$ cat config.mk
export PLATFORM = sky130hd
export DESIGN_NAME = snes_multi_controller_flat
export DESIGN_NICKNAME = d
export VERILOG_FILES = /design/src/rtl/snes_multi_controller_if.sv /design/src/rtl/snes_multi_controller.sv /design/src/flat_wrapper.sv
export SDC_FILE = /design/constraint.sdc
export NUM_CORES = 1
export LEC_CHECK = 0
export BUFFER_PORTS_ARGS = -buffer_cell sky130_fd_sc_hd__buf_2
export CORE_MARGIN = 2
export CORE_UTILIZATION = 60
export CTS_BUF_LIST = sky130_fd_sc_hd__clkbuf_4 sky130_fd_sc_hd__clkbuf_8 sky130_fd_sc_hd__clkbuf_16
export DETAILED_ROUTE_END_ITERATION = 8
export GPL_TIMING_DRIVEN = 0
export PLACE_DENSITY = 0.84
export SLEW_MARGIN = 20
export SYNTH_ARGS = -nofsm -noshare
export SYNTH_HDL_FRONTEND = slang
export SYNTH_SLANG_ARGS = --single-unit
$ cat constraint.sdc
create_clock -name CLOCK -period 6.6 [get_ports CLOCK]
set_clock_uncertainty 0.2 [all_clocks]
set_input_delay 0.66 -clock CLOCK [delete_from_list [all_inputs] [get_ports CLOCK]]
set_output_delay 0.66 -clock CLOCK [all_outputs]
set_load 0.01 [all_outputs]
$ cat src/rtl/snes_multi_controller_if.sv
// Pad-side and CPU-side signal bundle for snes_multi_controller.
// The controller connects through the slave modport; the host/pad side uses master.
interface snes_multi_controller_if #(
  parameter int NUM_PADS = 2,
  parameter int NUM_BITS = 16
);
  logic                         MODE;
  logic                         START;
  logic [NUM_PADS-1:0]          DATA;
  logic                         LATCH;
  logic                         PULSE;
  logic [NUM_PADS*NUM_BITS-1:0] BUTTONS;
  logic [NUM_PADS*NUM_BITS-1:0] PRESSED;
  logic [NUM_PADS*NUM_BITS-1:0] RELEASED;
  logic                         VALID;
  logic                         BUSY;

  modport master (
    output MODE, START, DATA,
    input  LATCH, PULSE, BUTTONS, PRESSED, RELEASED, VALID, BUSY
  );

  modport slave (
    input  MODE, START, DATA,
    output LATCH, PULSE, BUTTONS, PRESSED, RELEASED, VALID, BUSY
  );
endinterface

$ cat src/rtl/snes_multi_controller.sv
// Multi-pad NES/SNES controller poller: shared LATCH/PULSE, one DATA line per pad,
// held-button state plus one-cycle press/release strobes per frame.
module snes_multi_controller #(
  parameter int NUM_PADS     = 2,
  parameter int NUM_BITS     = 16,
  parameter int LATCH_CYCLES = 600,
  parameter int HALF_CYCLES  = 300,
  parameter int POLL_CYCLES  = 833333
) (
  input logic                   CLOCK,
  input logic                   CLR_N,
  snes_multi_controller_if.slave bus
);

  localparam int PH_MAX = (LATCH_CYCLES > HALF_CYCLES) ? LATCH_CYCLES : HALF_CYCLES;
  localparam int PH_W   = (PH_MAX > 1) ? $clog2(PH_MAX) : 1;
  localparam int BIT_W  = $clog2(NUM_BITS) + 1;
  localparam int IDX_W  = (NUM_BITS > 1) ? $clog2(NUM_BITS) : 1;
  localparam int POLL_W = (POLL_CYCLES > 1) ? $clog2(POLL_CYCLES) : 1;
  localparam int W      = NUM_PADS * NUM_BITS;

  typedef enum logic [2:0] {
    IDLE,
    LATCH_ST,
    SETTLE,
    LOW,
    HIGH,
    DONE
  } state_t;

  state_t                             state, state_n;
  logic [PH_W-1:0]                    phase, phase_n;
  logic [BIT_W-1:0]                   bit_idx, bit_n;
  logic [POLL_W-1:0]                  poll;
  logic [NUM_PADS-1:0]                sync_meta, sync_data;
  logic [NUM_BITS-1:0][NUM_PADS-1:0]  shadow;
  logic [W-1:0]                       shadow_flat;
  logic [W-1:0]                       buttons_q, pressed_q, released_q;
  logic                               valid_q;
  logic                               sample, done, trigger;
  logic                               latch_last, half_last, bit_last;
  logic [IDX_W-1:0]                   sample_idx;

  assign latch_last = (phase == PH_W'(LATCH_CYCLES - 1));
  assign half_last  = (phase == PH_W'(HALF_CYCLES - 1));
  assign bit_last   = (bit_idx == BIT_W'(NUM_BITS - 1));
  assign sample_idx = bit_idx[IDX_W-1:0];
  assign trigger    = bus.MODE ? (poll == POLL_W'(POLL_CYCLES - 1)) : bus.START;

  assign bus.LATCH    = (state == LATCH_ST);
  assign bus.PULSE    = (state != LOW);
  assign bus.BUSY     = (state != IDLE);
  assign bus.BUTTONS  = buttons_q;
  assign bus.PRESSED  = pressed_q;
  assign bus.RELEASED = released_q;
  assign bus.VALID    = valid_q;

  // Two-flop synchroniser per pad DATA line; idles high (no button pressed).
  always_ff @(posedge CLOCK or negedge CLR_N) begin
    if (!CLR_N) begin
      sync_meta <= '1;
      sync_data <= '1;
    end else begin
      sync_meta <= bus.DATA;
      sync_data <= sync_meta;
    end
  end

  // Poll timer: free-runs and wraps in free-run mode, held at zero otherwise.
  always_ff @(posedge CLOCK or negedge CLR_N) begin
    if (!CLR_N) begin
      poll <= '0;
    end else if (!bus.MODE || poll == POLL_W'(POLL_CYCLES - 1)) begin
      poll <= '0;
    end else begin
      poll <= poll + POLL_W'(1);
    end
  end

  // Frame FSM state, phase counter and bit index registers.
  always_ff @(posedge CLOCK or negedge CLR_N) begin
    if (!CLR_N) begin
      state   <= IDLE;
      phase   <= '0;
      bit_idx <= '0;
    end else begin
      state   <= state_n;
      phase   <= phase_n;
      bit_idx <= bit_n;
    end
  end

  // Next-state logic; SETTLE and HIGH share the end-of-phase sample step.
  always_comb begin
    state_n = state;
    phase_n = phase + PH_W'(1);
    bit_n   = bit_idx;
    sample  = 1'b0;
    done    = 1'b0;
    case (state)
      IDLE: begin
        phase_n = '0;
        bit_n   = '0;
        if (trigger) state_n = LATCH_ST;
      end
      LATCH_ST: begin
        if (latch_last) begin
          phase_n = '0;
          state_n = SETTLE;
        end
      end
      SETTLE, HIGH: begin
        if (half_last) begin
          sample  = 1'b1;
          phase_n = '0;
          bit_n   = bit_idx + BIT_W'(1);
          state_n = bit_last ? DONE : LOW;
        end
      end
      LOW: begin
        if (half_last) begin
          phase_n = '0;
          state_n = HIGH;
        end
      end
      DONE: begin
        done    = 1'b1;
        phase_n = '0;
        state_n = IDLE;
      end
      default: begin
        phase_n = '0;
        state_n = IDLE;
      end
    endcase
  end

  // Shadow register collects one active-high bit per pad at each sample point.
  always_ff @(posedge CLOCK or negedge CLR_N) begin
    if (!CLR_N) begin
      shadow <= '0;
    end else if (sample) begin
      shadow[sample_idx] <= ~sync_data;
    end
  end

  // Reorder shadow (bit-major) into the pad-major output layout.
  always_comb begin
    shadow_flat = '0;
    for (int unsigned p = 0; p < NUM_PADS; p++) begin
      for (int unsigned k = 0; k < NUM_BITS; k++) begin
        shadow_flat[p*NUM_BITS + k] = shadow[k][p];
      end
    end
  end

  // Publish the frame on DONE and generate one-cycle edge strobes.
  always_ff @(posedge CLOCK or negedge CLR_N) begin
    if (!CLR_N) begin
      buttons_q  <= '0;
      pressed_q  <= '0;
      released_q <= '0;
      valid_q    <= 1'b0;
    end else if (done) begin
      buttons_q  <= shadow_flat;
      pressed_q  <= shadow_flat & ~buttons_q;
      released_q <= ~shadow_flat & buttons_q;
      valid_q    <= 1'b1;
    end else begin
      pressed_q  <= '0;
      released_q <= '0;
      valid_q    <= 1'b0;
    end
  end

endmodule

$ cat src/flat_wrapper.sv
// flat-port wrapper written by rule: the top's interface ports become plain ports
module snes_multi_controller_flat 
#(
  parameter int NUM_PADS     = 2,
  parameter int NUM_BITS     = 16,
  parameter int LATCH_CYCLES = 600,
  parameter int HALF_CYCLES  = 300,
  parameter int POLL_CYCLES  = 833333
)
  (CLOCK, CLR_N, bus_MODE, bus_START, bus_DATA, bus_LATCH, bus_PULSE, bus_BUTTONS, bus_PRESSED, bus_RELEASED, bus_VALID, bus_BUSY);
  snes_multi_controller_if #(.NUM_PADS(NUM_PADS), .NUM_BITS(NUM_BITS)) bus_i ();
  input logic CLOCK;
  input logic CLR_N;
  input wire logic [$bits(bus_i.MODE)-1:0] bus_MODE;
  input wire logic [$bits(bus_i.START)-1:0] bus_START;
  input wire logic [$bits(bus_i.DATA)-1:0] bus_DATA;
  output wire logic [$bits(bus_i.LATCH)-1:0] bus_LATCH;
  output wire logic [$bits(bus_i.PULSE)-1:0] bus_PULSE;
  output wire logic [$bits(bus_i.BUTTONS)-1:0] bus_BUTTONS;
  output wire logic [$bits(bus_i.PRESSED)-1:0] bus_PRESSED;
  output wire logic [$bits(bus_i.RELEASED)-1:0] bus_RELEASED;
  output wire logic [$bits(bus_i.VALID)-1:0] bus_VALID;
  output wire logic [$bits(bus_i.BUSY)-1:0] bus_BUSY;
  assign bus_i.MODE = bus_MODE;
  assign bus_i.START = bus_START;
  assign bus_i.DATA = bus_DATA;
  assign bus_LATCH = bus_i.LATCH;
  assign bus_PULSE = bus_i.PULSE;
  assign bus_BUTTONS = bus_i.BUTTONS;
  assign bus_PRESSED = bus_i.PRESSED;
  assign bus_RELEASED = bus_i.RELEASED;
  assign bus_VALID = bus_i.VALID;
  assign bus_BUSY = bus_i.BUSY;
  snes_multi_controller #(.NUM_PADS(NUM_PADS), .NUM_BITS(NUM_BITS), .LATCH_CYCLES(LATCH_CYCLES), .HALF_CYCLES(HALF_CYCLES), .POLL_CYCLES(POLL_CYCLES)) u_core (.CLOCK(CLOCK), .CLR_N(CLR_N), .bus(bus_i));
endmodule
### Yosys cells after proc, flatten, opt, wreduce, memory -nomap -nowiden

Index checks and enable logic that the tools add are counted.
W data, S select, Z words.

* bits of input ports: 6
* memories kept: 0
* flip-flop bits (word level): 171
* word-level logic and storage cells: 82
* output and inout bits: 100
* bits in latches: 0
* memory bits (writable): 0
* ROM bits: 0

* bitwise gates (word level): 5
* reductions and logical operators: 10
* shifts and indexed selects: 0
* $lt $le $gt $ge: 2
* multiplexer cells: 22
* add/sub/neg operators: 3
* multipliers: 0
* divide/modulo/power cells: 0
* equal/unequal tests: 14

Operator list (number)
* $and A32 B32 Y32: 2
* $mux W32: 2
* $not A32 Y32: 2
* $bwmux W32: 1
* $add A20 B1 Y20 const B: 1
* $eq A20 B20 Y1 const B: 1
* $mux W10: 2
* $mux W20: 1
* $pmux W10 S2: 1
* $mux W3: 5
* $pmux W3 S4: 1
* $add A10 B1 Y10 const B: 1
* $eq A10 B10 Y1 const B: 1
* $eq A10 B9 Y1 const B: 1
* $pmux W5 S2: 1
* $demux W2 S4: 1
* $ne A2 B1 Y1 const B: 4
* $eq A3 B2 Y1 const B: 2
* $eq A3 B3 Y1 const B: 2
* $add A5 B1 Y5 const B: 1
* $eq A5 B4 Y1 const B: 1
* $lt A4 B5 Y1 const B: 1
* $mux W1: 5
* $mux W5: 1
* 15 further kinds: 15

### Longest topological paths before layout

Gate-level depths: netlist of the first run.

* word-level depth: 5
* depth in mapped cells: 8
* mapped depth without buffers: 7

### Worst setup path after synthesis of the first run

No wires, ideal clock.

* kind: register -> register
* from: reg u_core.phase[0]
* to: reg u_core.state[0]
* setup slack: 4412 ps
* buffers on the path: 0
* data required time: 6272 ps
* period minus slack after synthesis: 2188 ps
* cell stages (with the launch flop): 7
* library setup time: 128 ps
* data arrival time: 1860 ps
* cells stage by stage: dfrtp_1 -> ha_1 -> or3b_4 -> nor4_4 -> o21a_2 -> a21boi_2 -> mux2_1

* word-level cells in the longest chain between the ends: 3
* elaborated cells between the ends (all ways): 6
* those cells by class: 5 x eq/ne; 1 x reduce/logical

RTL lines
* start, declared: RTL line snes_multi_controller.sv:32 `logic [PH_W-1:0] phase, phase_n;`
* start signal, assigned: RTL line snes_multi_controller.sv:88 `phase <= phase_n;`
* $eq A10 B9 Y1 / $eq A10 B10 Y1 (equally long branches): RTL line snes_multi_controller.sv:45, snes_multi_controller.sv:44
* $ne A2 B1 Y1 (no line)
* $reduce_and A4 Y1 (no line) *
* end signal, assigned: RTL line snes_multi_controller.sv:87 `state <= state_n;`
* end, declared: RTL line snes_multi_controller.sv:31 `state_t state, state_n;`

Every way passes the cells marked *; elsewhere a longest branch is shown, timed or not.
A chain may end at the register's enable or synchronous reset.

### Worst setup path after layout of the first run

* from: reg u_core.state[0]
* to: out bus_BUSY

* word-level cells in the longest chain between the ends: 1

RTL lines
* $reduce_bool A3 Y1: RTL line snes_multi_controller.sv:52 `assign bus.BUSY = (state != IDLE);`
* end, declared: RTL line flat_wrapper.sv:23 `output wire logic [$bits(bus_i.BUSY)-1:0] bus_BUSY;`

No other way between the ends.

==> key figures, run 1 <==
Final layout
  • Most common cell after layout, fill and taps aside: dfrtp_1
  • Layout cell share with drive strength beyond 1: 0.242
  • Number of inserted diodes: 0
  • Synthesis-to-finish area growth: 20.1%
  • Commonest non-fill, non-tap cells in the layout: dfrtp_1, buf_2, nand2_1
  • # nets final: ~700

STA
  • Final worst setup slack: 4.00 ns
  • Final Max Slew Viols: 0
  • Final setup violation count: 0
  • Fin. Hold Viols: 0
  • Worst slew margin: 0.574
  • Unrepaired setup endpoints after global routing: false
  • Final period util: 0.395
  • Setup_tns: 0 ns
  • Worst slew pin tran: about 0.64 ns
  • Min cycle time layout: 2.60 ns
  • Fmax: slightly below 400 MHz

Synthesis
  • Primary FF master, synth: dfrtp_1
  • Mapped Avg Cell Area: 11.8 µm²
  • Mapped Area: 0.00679 mm²
  • Post-Synthesis Cells: 577
  • Post-synth EDFFs: 0
  • Post-Synth XOR/XNOR Area: 0.0374
  • Simple-Gate Fraction of Synth Area: 0.183
  • Post-synthesis sequential area ratio: 0.631
  • Yosys reg bits: 171
  • Fraction of synthesized area in multiplexers: 0.0503
  • Mapped Nets: 591
  • Adder-cell area share of the yosys netlist: 0.0147
  • Synth Area in Compound Gates: 0.0365
  • Yosys warnings: 0
  • Unique masters post-synth: between 40 and 50
  • Post-synth ARST share: 1.00
  • Main combinational cell family by area after synthesis: simple AND/OR/NAND/NOR gates

GRT
  • Initial antenna violation count: 0
  • GRT overflow: 0
  • First-pass GRT wire length: 24800 µm
  • Met3 usage in global routing: 0.0598
  • Met1 Use GR: 0.310
  • Met2 usage: 0.444
  • Largest net degree at the start of global routing: 110
  • Top Usage Layer GRT: met2
  • Vias in the first global route: around 5000
  • GR Util All Layers: 0.254

CTS
  • H-tree levels: 4
  • CTS tree: yes
  • Total CTS buffers: 17
  • Deepest clock path buffer count: 2
  • Clk sinks: 171
  • Root Buffer: clkbuf_16
  • Worst-path clk slew: about 0.06 ns
  • Post-CTS sizing: 0
  • Clk Latency, worst-skew pair: 0.42 ns

Placed design
  • HPWL Detailed: 9810 µm
  • Buffers on Ports: between 100 and 150
  • Placer's final routability congestion estimate: 0.864
  • Setup slack at placement: 4.21 ns

Critical path
  • FF-to-FF End: u_core.bus.PRESSED[20]
  • CP required: 5.74 ns
  • Worst R2R Setup Slack: 4.16 ns
  • Crit path from: u_core.state[0]
  • CP Class: register to output port
  • R2R cell count: 7
  • Worst Setup EP: bus_BUSY
  • Arrival time at the worst endpoint: 1.74 ns
  • CP Launch Type: register
  • CP max FO: 10
  • Reg-to-Reg Start: u_core.state[2]
  • Worst setup EP type: output port

Route
  • Initial drt markers: 411
  • Final ANT Viol Nets: 0
  • 1st-pass router iterations: 5
  • Routed WL: 14700 µm
  • Vias/cell: 5.53
  • Vias: 4730
  • Avg WL per Cell: 17.1 µm
  • DR DRC count: 0

Die
  • Core Rows: 38
  • Full die area: approximately 0.012 mm²
  • IO Count: approximately 110
  • Chip Width: 110 µm
  • Chip height: between 100 and 150 µm
  • Core Region: 0.0109 mm²
  • Initial core utilization: 0.621

Power and ir drop
  • Worst VDD drop: 175 µV
  • Pwr/cell area: 286 mW/mm²
  • P_leak: about 4.4 nW

Min path
  • Hold crit path type: primary input to register

Status
  • Outcome: completed

Flow run
  • MaxCap Viol Count: 0
==> logic make-up (layout without fill, tap and decap cells) <==
group	count (synthesis)	count (layout)
AOI/OAI and AO/OA	45	45
xor gates and xnor gates	29	29
adders and majority gates	8	8
buffers and inverters	69	208
DFF	171	171
muxes	34	34
and+or+nand+nor	221	221
==> stage by stage <==
| step | power, mW | util | instances | hold WS (ns) | instance area [µm²] |
|---|---|---|---|---|---|
| CTS | 2.35 | 0.746 | 856 | 0.129 | 8160 |
| finish | 2.34 | 0.746 | 856 | 0.142 | 8160 |
| floorplan | 1.25 | - | 577 | 0.145 | 6790 |
| global route | 2.42 | 0.746 | 856 | 0.125 | 8160 |
| global placement | 1.32 | 0.685 | 822 | 0.147 | 7490 |
| detailed placement | 1.33 | 0.689 | 823 | 0.147 | 7530 |
==> power by group <==
| part | total, mW | internal [mW] | switching (mW) |
|---|---|---|---|
| Combinational | 0.229 | 0.0797 | 0.149 |
| Clock | 1.02 | 0.585 | 0.435 |
| Sequential | 1.09 | 1.07 | 0.0172 |
| Total | 2.34 | 1.73 | 0.601 |
==> metal layers <==
layer  wire length, µm  vias up
li1                  -     2189
met1              5930     2362
met2              7760      151
met3               678       28
met4               313        0
met5                 0        -
==> how the worst min path moves through the flow <==
stage | start | end | slack [ns] | depth (start not counted)
after floorplan | u_core.sync_meta[0] | u_core.sync_data[0] | 0.15 | 0
after global placement | u_core.sync_meta[0] | u_core.sync_data[0] | 0.15 | 0
after detailed placement | u_core.sync_meta[1] | u_core.sync_data[1] | 0.15 | 0
after CTS | bus_DATA[0] | u_core.sync_meta[0] | 0.13 | 1
after global routing | bus_DATA[0] | u_core.sync_meta[0] | 0.13 | 1
final | bus_DATA[0] | u_core.sync_meta[0] | 0.14 | 1
==> cells in the mapped netlist, types with 2 or more instances <==
cell type,n,share of area
inv_1,44,0.024
and4_1,3,0.0039
nor4_1,5,0.0046
xnor2_1,16,0.021
o21ai_0,34,0.025
dfrtp_1,167,0.62
clkbuf_1,13,0.0072
nand3_1,13,0.0096
mux2i_1,33,0.049
nand4_1,8,0.0074
nand2_1,46,0.025
a21oi_1,5,0.0037
nand3_2,12,0.018
dfstp_2,4,0.015
nand4_4,3,0.0094
buf_1,2,0.0011
buf_2,3,0.0022
o31ai_1,2,0.0022
xor2_1,13,0.017
nor3_1,37,0.027
clkbuf_8,3,0.0061
nor2_1,39,0.022
dlygate4sd1_1,2,0.0026
nor2b_1,4,0.0037
ha_1,8,0.015
and3_1,40,0.037
or2_2,2,0.0018
==> sequential cells by signal (all words and copies together), names as in the netlist <==
register	cells
u_core.phase	10
u_core.shadow	32
u_core.bus.RELEASED	32
u_core.bus.PRESSED	32
u_core.bus.BUTTONS	32
u_core.sync_data	2
u_core.bus.VALID	1
u_core.sync_meta	2
u_core.state	3
u_core.poll	20
u_core.bit_idx	5
==> timing repair <==
action                                 CTS  global route
hold buffers                             1             0
setup buffers                            0             0
endpoints found under the hold margin   61             0
==> layout make-up <==
class                           count  area [µm²]
Sequential cell                   171        4280
Multi-Input combinational cell    337        2180
Clock buffer                       18         439
Tap cell                          140         175
Fill cell                         690        2780
Clock inverter                     14         178
Inverter                           44         165
Timing Repair Buffer              107         573
Buffer                             25         161
==> worst max-delay path, cell delays in order, from the launching register on <==
cell and delay (ns):
dfrtp_1 0.39, clkbuf_8 0.16, nor3_1 0.39, inv_1 0.20
buf_2 0.18
(Power assumes the default switching activity.)
==> run 2, diff against run 1 <==
--- a/config.mk
+++ b/config.mk
@@ -7,11 +7,11 @@
 export LEC_CHECK = 0
 export BUFFER_PORTS_ARGS = -buffer_cell sky130_fd_sc_hd__buf_2
 export CORE_MARGIN = 2
-export CORE_UTILIZATION = 60
+export CORE_UTILIZATION = 51
 export CTS_BUF_LIST = sky130_fd_sc_hd__clkbuf_4 sky130_fd_sc_hd__clkbuf_8 sky130_fd_sc_hd__clkbuf_16
 export DETAILED_ROUTE_END_ITERATION = 8
 export GPL_TIMING_DRIVEN = 0
-export PLACE_DENSITY = 0.84
+export PLACE_DENSITY = 0.76
 export SLEW_MARGIN = 20
 export SYNTH_ARGS = -nofsm -noshare
 export SYNTH_HDL_FRONTEND = slang
==> constraint.sdc (replaced) <==
create_clock -name CLOCK -period 2.25 [get_ports CLOCK]
set_clock_uncertainty 0.2 [all_clocks]
set_input_delay 0.225 -clock CLOCK [delete_from_list [all_inputs] [get_ports CLOCK]]
set_output_delay 0.225 -clock CLOCK [all_outputs]
set_load 0.01 [all_outputs]
==> run 2 against run 1 <==
Compared with the run above:
- wire length down 7.5%
- sequential cell count unchanged
- count of clock-buffer cells in the layout grew 3
- final area rose by 2.3%
- critical endpoint is now u_core.state[0]
- largest power group unchanged
- highest routed layer unchanged
==> key figures, run 2 (same netlist as run 1, synthesis figures left out) <==
Critical path
  • Worst setup EP type: register
  • Reg-to-Reg Start: u_core.phase[3]
  • CP max FO: 5
  • Worst R2R Setup Slack: 0.05 ns
  • Slowest cell delay on critical path: 0.57 ns
  • CP required: approximately 2.4 ns
  • R2R cell count: 5
  • CP Class: register to register
  • FF-to-FF End: u_core.state[0]
  • Worst path cell trace: or4b_4, o31ai_4, o21a_2, a21boi_4, mux2_1
  • Arrival time at the worst endpoint: 2.30 ns
  • Slowest CP cell: or4b_4
  • CP Launch Type: register

Route
  • Vias: 4599
  • Met3 wire len: 546 µm
  • Routed WL: 13600 µm
  • Max Used Layer: met4
  • DR WL met2: 6990 µm
  • 1st-pass router iterations: 4
  • Avg WL per Cell: 15.1 µm
  • DR DRC count: 0
  • Final ANT Viol Nets: 0
  • Initial drt markers: around 300
  • Met1 wire length: approximately 5800 µm
  • Vias/cell: 5.10

GRT
  • First-pass GRT wire length: 22600 µm
  • GRT overflow: 0
  • Initial antenna violation count: 0
  • Largest net degree at the start of global routing: 95
  • Vias in the first global route: 4618
  • GR Util All Layers: 0.203

STA
  • Fin. Hold Viols: 0
  • Unrepaired setup endpoints after global routing: true
  • Fmax: 455 MHz
  • Final Max Slew Viols: 0
  • Worst hold slack: 0.117 ns
  • Final setup violation count: 0
  • Min cycle time layout: 2.20 ns
  • Final period util: 0.976
  • Worst slew pin tran: 0.582 ns
  • Worst slew margin: 0.612

CTS
  • CTS tree: yes
  • Worst-path clk slew: approximately 0.060 ns
  • Root Buffer: clkbuf_16
  • Deepest clock path buffer count: 2
  • Total CTS buffers: 17
  • H-tree levels: 4
  • Clk sinks: 171
  • Clk Latency, worst-skew pair: about 0.42 ns

Min path
  • Worst hold path startpoint: bus_START
  • Hold Path Depth: 4
  • Hold crit path type: primary input to register
  • Min-Delay Endpoint: u_core.state[0]

Placed design
  • Placer's final routability congestion estimate: 0.808
  • Buffers on Ports: between 100 and 150
  • HPWL Detailed: 9500 µm

Power and ir drop
  • P_leak: 4.44 nW
  • Pwr/cell area: 847 mW/mm²
  • Total power: 7.07 mW
  • Worst VDD drop: 456 µV

Die
  • Full die area: approximately 0.014 mm²
  • IO Count: 106
  • Chip Width: between 100 and 150 µm
  • Core Rows: 42
  • Initial core utilization: 0.517
  • Core Region: 0.0131 mm²
  • Chip height: 119 µm

Status
  • Outcome: completed

Final layout
  • Number of inserted diodes: 0
  • # nets final: 726
  • Layout cell share with drive strength beyond 1: 0.261
  • Commonest non-fill, non-tap cells in the layout: dfrtp_1, buf_2, nand2_1
  • Fin util: 0.636
  • Most common cell after layout, fill and taps aside: dfrtp_1
  • Synthesis-to-finish area growth: 22.9%
  • Fill count: between 1000 and 1500

Flow run
  • MaxCap Viol Count: 0
## run 2: cell count changes in the layout (fill, tap and decap cells not counted), moves of 2 or more
cell	change
dlygate4sd3_1	+3
clkbuf_2	+2
bufinv_16	+2
inv_8	-3
clkinv_2	+4
inv_6	-4
buf_4	+7
clkbuf_1	-3
clkbuf_4	+2
## run 2: repair_timing
| action | CTS | global route |
|---|---|---|
| hold buffers | 4 | 0 |
| pin swaps | 3 | 1 |
| buffers inserted | 5 | 2 |
| resized for setup | 5 | 8 |
| endpoints found under the setup margin | 52 | 62 |
| hold endpoints to repair | 80 | 0 |
## run 2: per-stage QoR
step / instance area, µm² / std cells / worst slack [ns] / TNS [ns]
2_1_floorplan: 6790 / 577 / 0.0620 / 0
3_3_place_gp: 7540 / 858 / -1.61 / -271.77
3_5_place_dp: 7580 / 859 / -0.101 / -1.43
4_1_cts: 8310 / 899 / 0.00908 / 0
5_1_grt: 8350 / 901 / -0.0394 / -0.327
6_report: 8350 / 901 / 0.0533 / 0
## run 2: power by group
| part | switching [mW] | total [mW] | internal [mW] |
|---|---|---|---|
| clock network | 1.13 | 3.07 | 1.94 |
| registers | 0.0507 | 3.19 | 3.14 |
| logic | 0.472 | 0.812 | 0.340 |
## run 2: worst max-delay path, delay by kind of cell (launching register included)
family / cells / cell delay (ns)
flops: 1 / 0.42
mux: 1 / 0.33
simple gates: 1 / 0.57
compound gates: 3 / 0.56
## run 2: worst max-delay path by stage
stage / cells past startpoint / slack, ns / start / end
final: 5 / 0.05 / u_core.phase[3] / u_core.state[0]
after global routing: 7 / -0.04 / u_core.state[2] / u_core.bus.PRESSED[3]
after CTS: 7 / 0.009 / u_core.phase[1] / u_core.shadow[29]
after detailed placement: 6 / -0.10 / u_core.phase[0] / u_core.state[0]
after global placement: 1 / -1.61 / CLR_N / u_core.bus.PRESSED[7]
after floorplan: 6 / 0.06 / u_core.phase[0] / u_core.state[0]
## run 2: per-layer routing
| metal | vias up | global-route usage |
|---|---|---|
| met2 | 103 | 0.351 |
| met1 | 2261 | 0.253 |
| met5 | - | 0 |
| met3 | 22 | 0.0460 |
| li1 | 2213 | - |
| met4 | 0 | 0.0699 |
## run 2: area by class of cell
| cell class | count | area [µm²] | area share |
|---|---|---|---|
| sequential | 171 | 4290 | 0.513 |
| timing repair buffer | 117 | 656 | 0.0785 |
| clock buffer | 21 | 468 | 0.0560 |
| clock inverter | 11 | 165 | 0.0198 |
| buffer | 24 | 161 | 0.0193 |
| multi-input combinational | 337 | 2230 | 0.267 |
| inverter | 44 | 165 | 0.0198 |
| tap | 176 | 220 | 0.0264 |
==> run 3, diff against run 2 <==
--- a/config.mk
+++ b/config.mk
@@ -5,6 +5,7 @@
 export SDC_FILE = /design/constraint.sdc
 export NUM_CORES = 1
 export LEC_CHECK = 0
+export ABC_CLOCK_PERIOD_IN_PS = 2250
 export BUFFER_PORTS_ARGS = -buffer_cell sky130_fd_sc_hd__buf_2
 export CORE_MARGIN = 2
 export CORE_UTILIZATION = 51
==> constraint.sdc (replaced) <==
create_clock -name CLOCK -period 2.25 [get_ports CLOCK]
set_clock_uncertainty 0.2 [all_clocks]
set_input_delay 0.225 -clock CLOCK [delete_from_list [all_inputs] [get_ports CLOCK]]
set_output_delay 0.225 -clock CLOCK [all_outputs]
set_load 0.05 [all_outputs]
==> run 3 against run 2 <==
Compared with the run above:
- highest routed layer unchanged
- utilization fell by 0.10 points
- final area fell by 0.16%
- maximum frequency rose by 0.55%
- wire length fell by 1.6%
- sequential share of layout area rose by 0.085 points
==> key figures, run 3 (same netlist as run 1, synthesis figures left out) <==
Status
  • Outcome: completed

GRT
  • GR Util All Layers: 0.200
  • Initial antenna violation count: 0
  • GRT overflow: 0
  • First-pass GRT wire length: between 20000 and 25000 µm
  • Largest net degree at the start of global routing: 108
  • Vias in the first global route: 4557

Route
  • Vias: 4597
  • Routed WL: 13400 µm
  • Final ANT Viol Nets: 0
  • Initial drt markers: 212
  • Vias/cell: 5.11
  • 1st-pass router iterations: 4
  • Avg WL per Cell: between 10 and 15 µm
  • DR DRC count: 0

Min path
  • Min-Delay Endpoint: u_core.state[1]
  • Hold Path Depth: 4
  • Hold crit path type: primary input to register
  • Worst hold path startpoint: bus_START

CTS
  • Clk Latency, worst-skew pair: 0.42 ns
  • H-tree levels: 4
  • Total CTS buffers: 17
  • Root Buffer: clkbuf_16
  • Worst-path clk slew: 0.06 ns
  • CTS tree: yes
  • Deepest clock path buffer count: 2
  • Clk sinks: 171

Final layout
  • Layout cell share with drive strength beyond 1: 0.267
  • Fin util: 0.634
  • Commonest non-fill, non-tap cells in the layout: dfrtp_1, buf_2, nand2_1
  • # nets final: between 700 and 800
  • Fill count: 1020
  • Area of the multi-input gates: 0.00228 mm²
  • Post-Layout Cell Count: about 900
  • Most common cell after layout, fill and taps aside: dfrtp_1
  • Sequential Area: 0.00429 mm²
  • Number of inserted diodes: 0
  • Synthesis-to-finish area growth: 22.7%

Power and ir drop
  • Worst VDD drop: 644 µV
  • P_leak: ~4.4 nW
  • Total power: between 6 and 7 mW
  • Pwr/cell area: just over 800 mW/mm²

Critical path
  • CP max FO: 5
  • Worst setup EP type: register
  • Reg-to-Reg Start: u_core.phase[3]
  • R2R cell count: 5
  • CP Class: register to register
  • Arrival time at the worst endpoint: roughly 2.3 ns
  • CP Launch Type: register
  • FF-to-FF End: u_core.state[0]
  • CP required: 2.36 ns
  • Worst R2R Setup Slack: 0.07 ns

Die
  • Chip height: 119 µm
  • Initial core utilization: 0.517
  • Chip Width: about 120 µm
  • Core Rows: 42
  • Full die area: 0.0143 mm²
  • IO Count: 106
  • Core Region: 0.0131 mm²

STA
  • Worst slew pin tran: 0.751 ns
  • Final Max Slew Viols: 0
  • Fmax: 458 MHz
  • Final period util: 0.971
  • Final setup violation count: 0
  • Min cycle time layout: 2.18 ns
  • Worst slew margin: 0.499
  • Fin. Hold Viols: 0
  • Unrepaired setup endpoints after global routing: true

Placed design
  • Buffers on Ports: 105
  • HPWL Detailed: 9520 µm
  • Placer's final routability congestion estimate: between 0.7 and 0.8
  • Placed Cells: 859

Flow run
  • MaxCap Viol Count: 0
[run 3: repair_timing]
action / in CTS / in global routing
endpoints found under the hold margin: 107 / 0
endpoints found under the setup margin: 57 / 102
pin swaps: 6 / 1
resized for setup: 15 / 12
setup buffers: 4 / 2
gates cloned: 0 / 0
hold buffers: 4 / 0
[run 3: critical path: stages (launching register included)]
cell and delay (ns):
dfrtp_2 0.44, or4b_1 0.54, o31ai_2 0.19, o21a_2 0.18
a21boi_4 0.21, mux2_4 0.31
[run 3: area by class of cell]
class	instances	area share
repair buffers	116	0.0778
flip-flops and latches	171	0.514
inverters	44	0.0198
plain buffers	24	0.0204
clock inverters	12	0.0141
well taps	176	0.0264
multi-input cells	337	0.274
clock buffers	19	0.0536
[run 3: power breakdown]
part / internal, mW / switching, mW / total, mW
Sequential: 3.14 / 0.0539 / 3.19
Combinational: 0.331 / 0.568 / 0.899
Clock: 1.56 / 1.17 / 2.74
[run 3: worst max path at each step]
stage / from / end / slack (ns)
after global routing: u_core.phase[3] / u_core.state[0] / -0.05
after detailed placement: u_core.phase[0] / u_core.state[0] / -0.14
after global placement: CLR_N / u_core.bus.PRESSED[7] / -1.59
final: u_core.phase[3] / u_core.state[0] / 0.07
after CTS: u_core.phase[1] / u_core.state[0] / -0.02
after floorplan: u_core.phase[0] / u_core.state[0] / 0.06
[run 3: layer usage]
layer	routed length, µm	up-vias	global-route usage
met4	198	0	0.0669
met2	6870	102	0.335
met5	0	-	0
met3	543	16	0.0546
met1	5750	2277	0.253
li1	-	2202	-
[run 3: through the flow]
| step | TNS (ns) | hold WS [ns] | instance area, µm² | worst slack [ns] |
|---|---|---|---|---|
| 2_1_floorplan | 0 | -0.271 | 6810 | 0.0620 |
| 3_3_place_gp | -268.11 | 0.141 | 7550 | -1.59 |
| 3_5_place_dp | -2.54 | 0.122 | 7590 | -0.141 |
| 4_1_cts | -0.0163 | 0.120 | 8300 | -0.0163 |
| 5_1_grt | -0.0526 | 0.140 | 8340 | -0.0526 |
| 6_report | 0 | 0.145 | 8340 | 0.0653 |
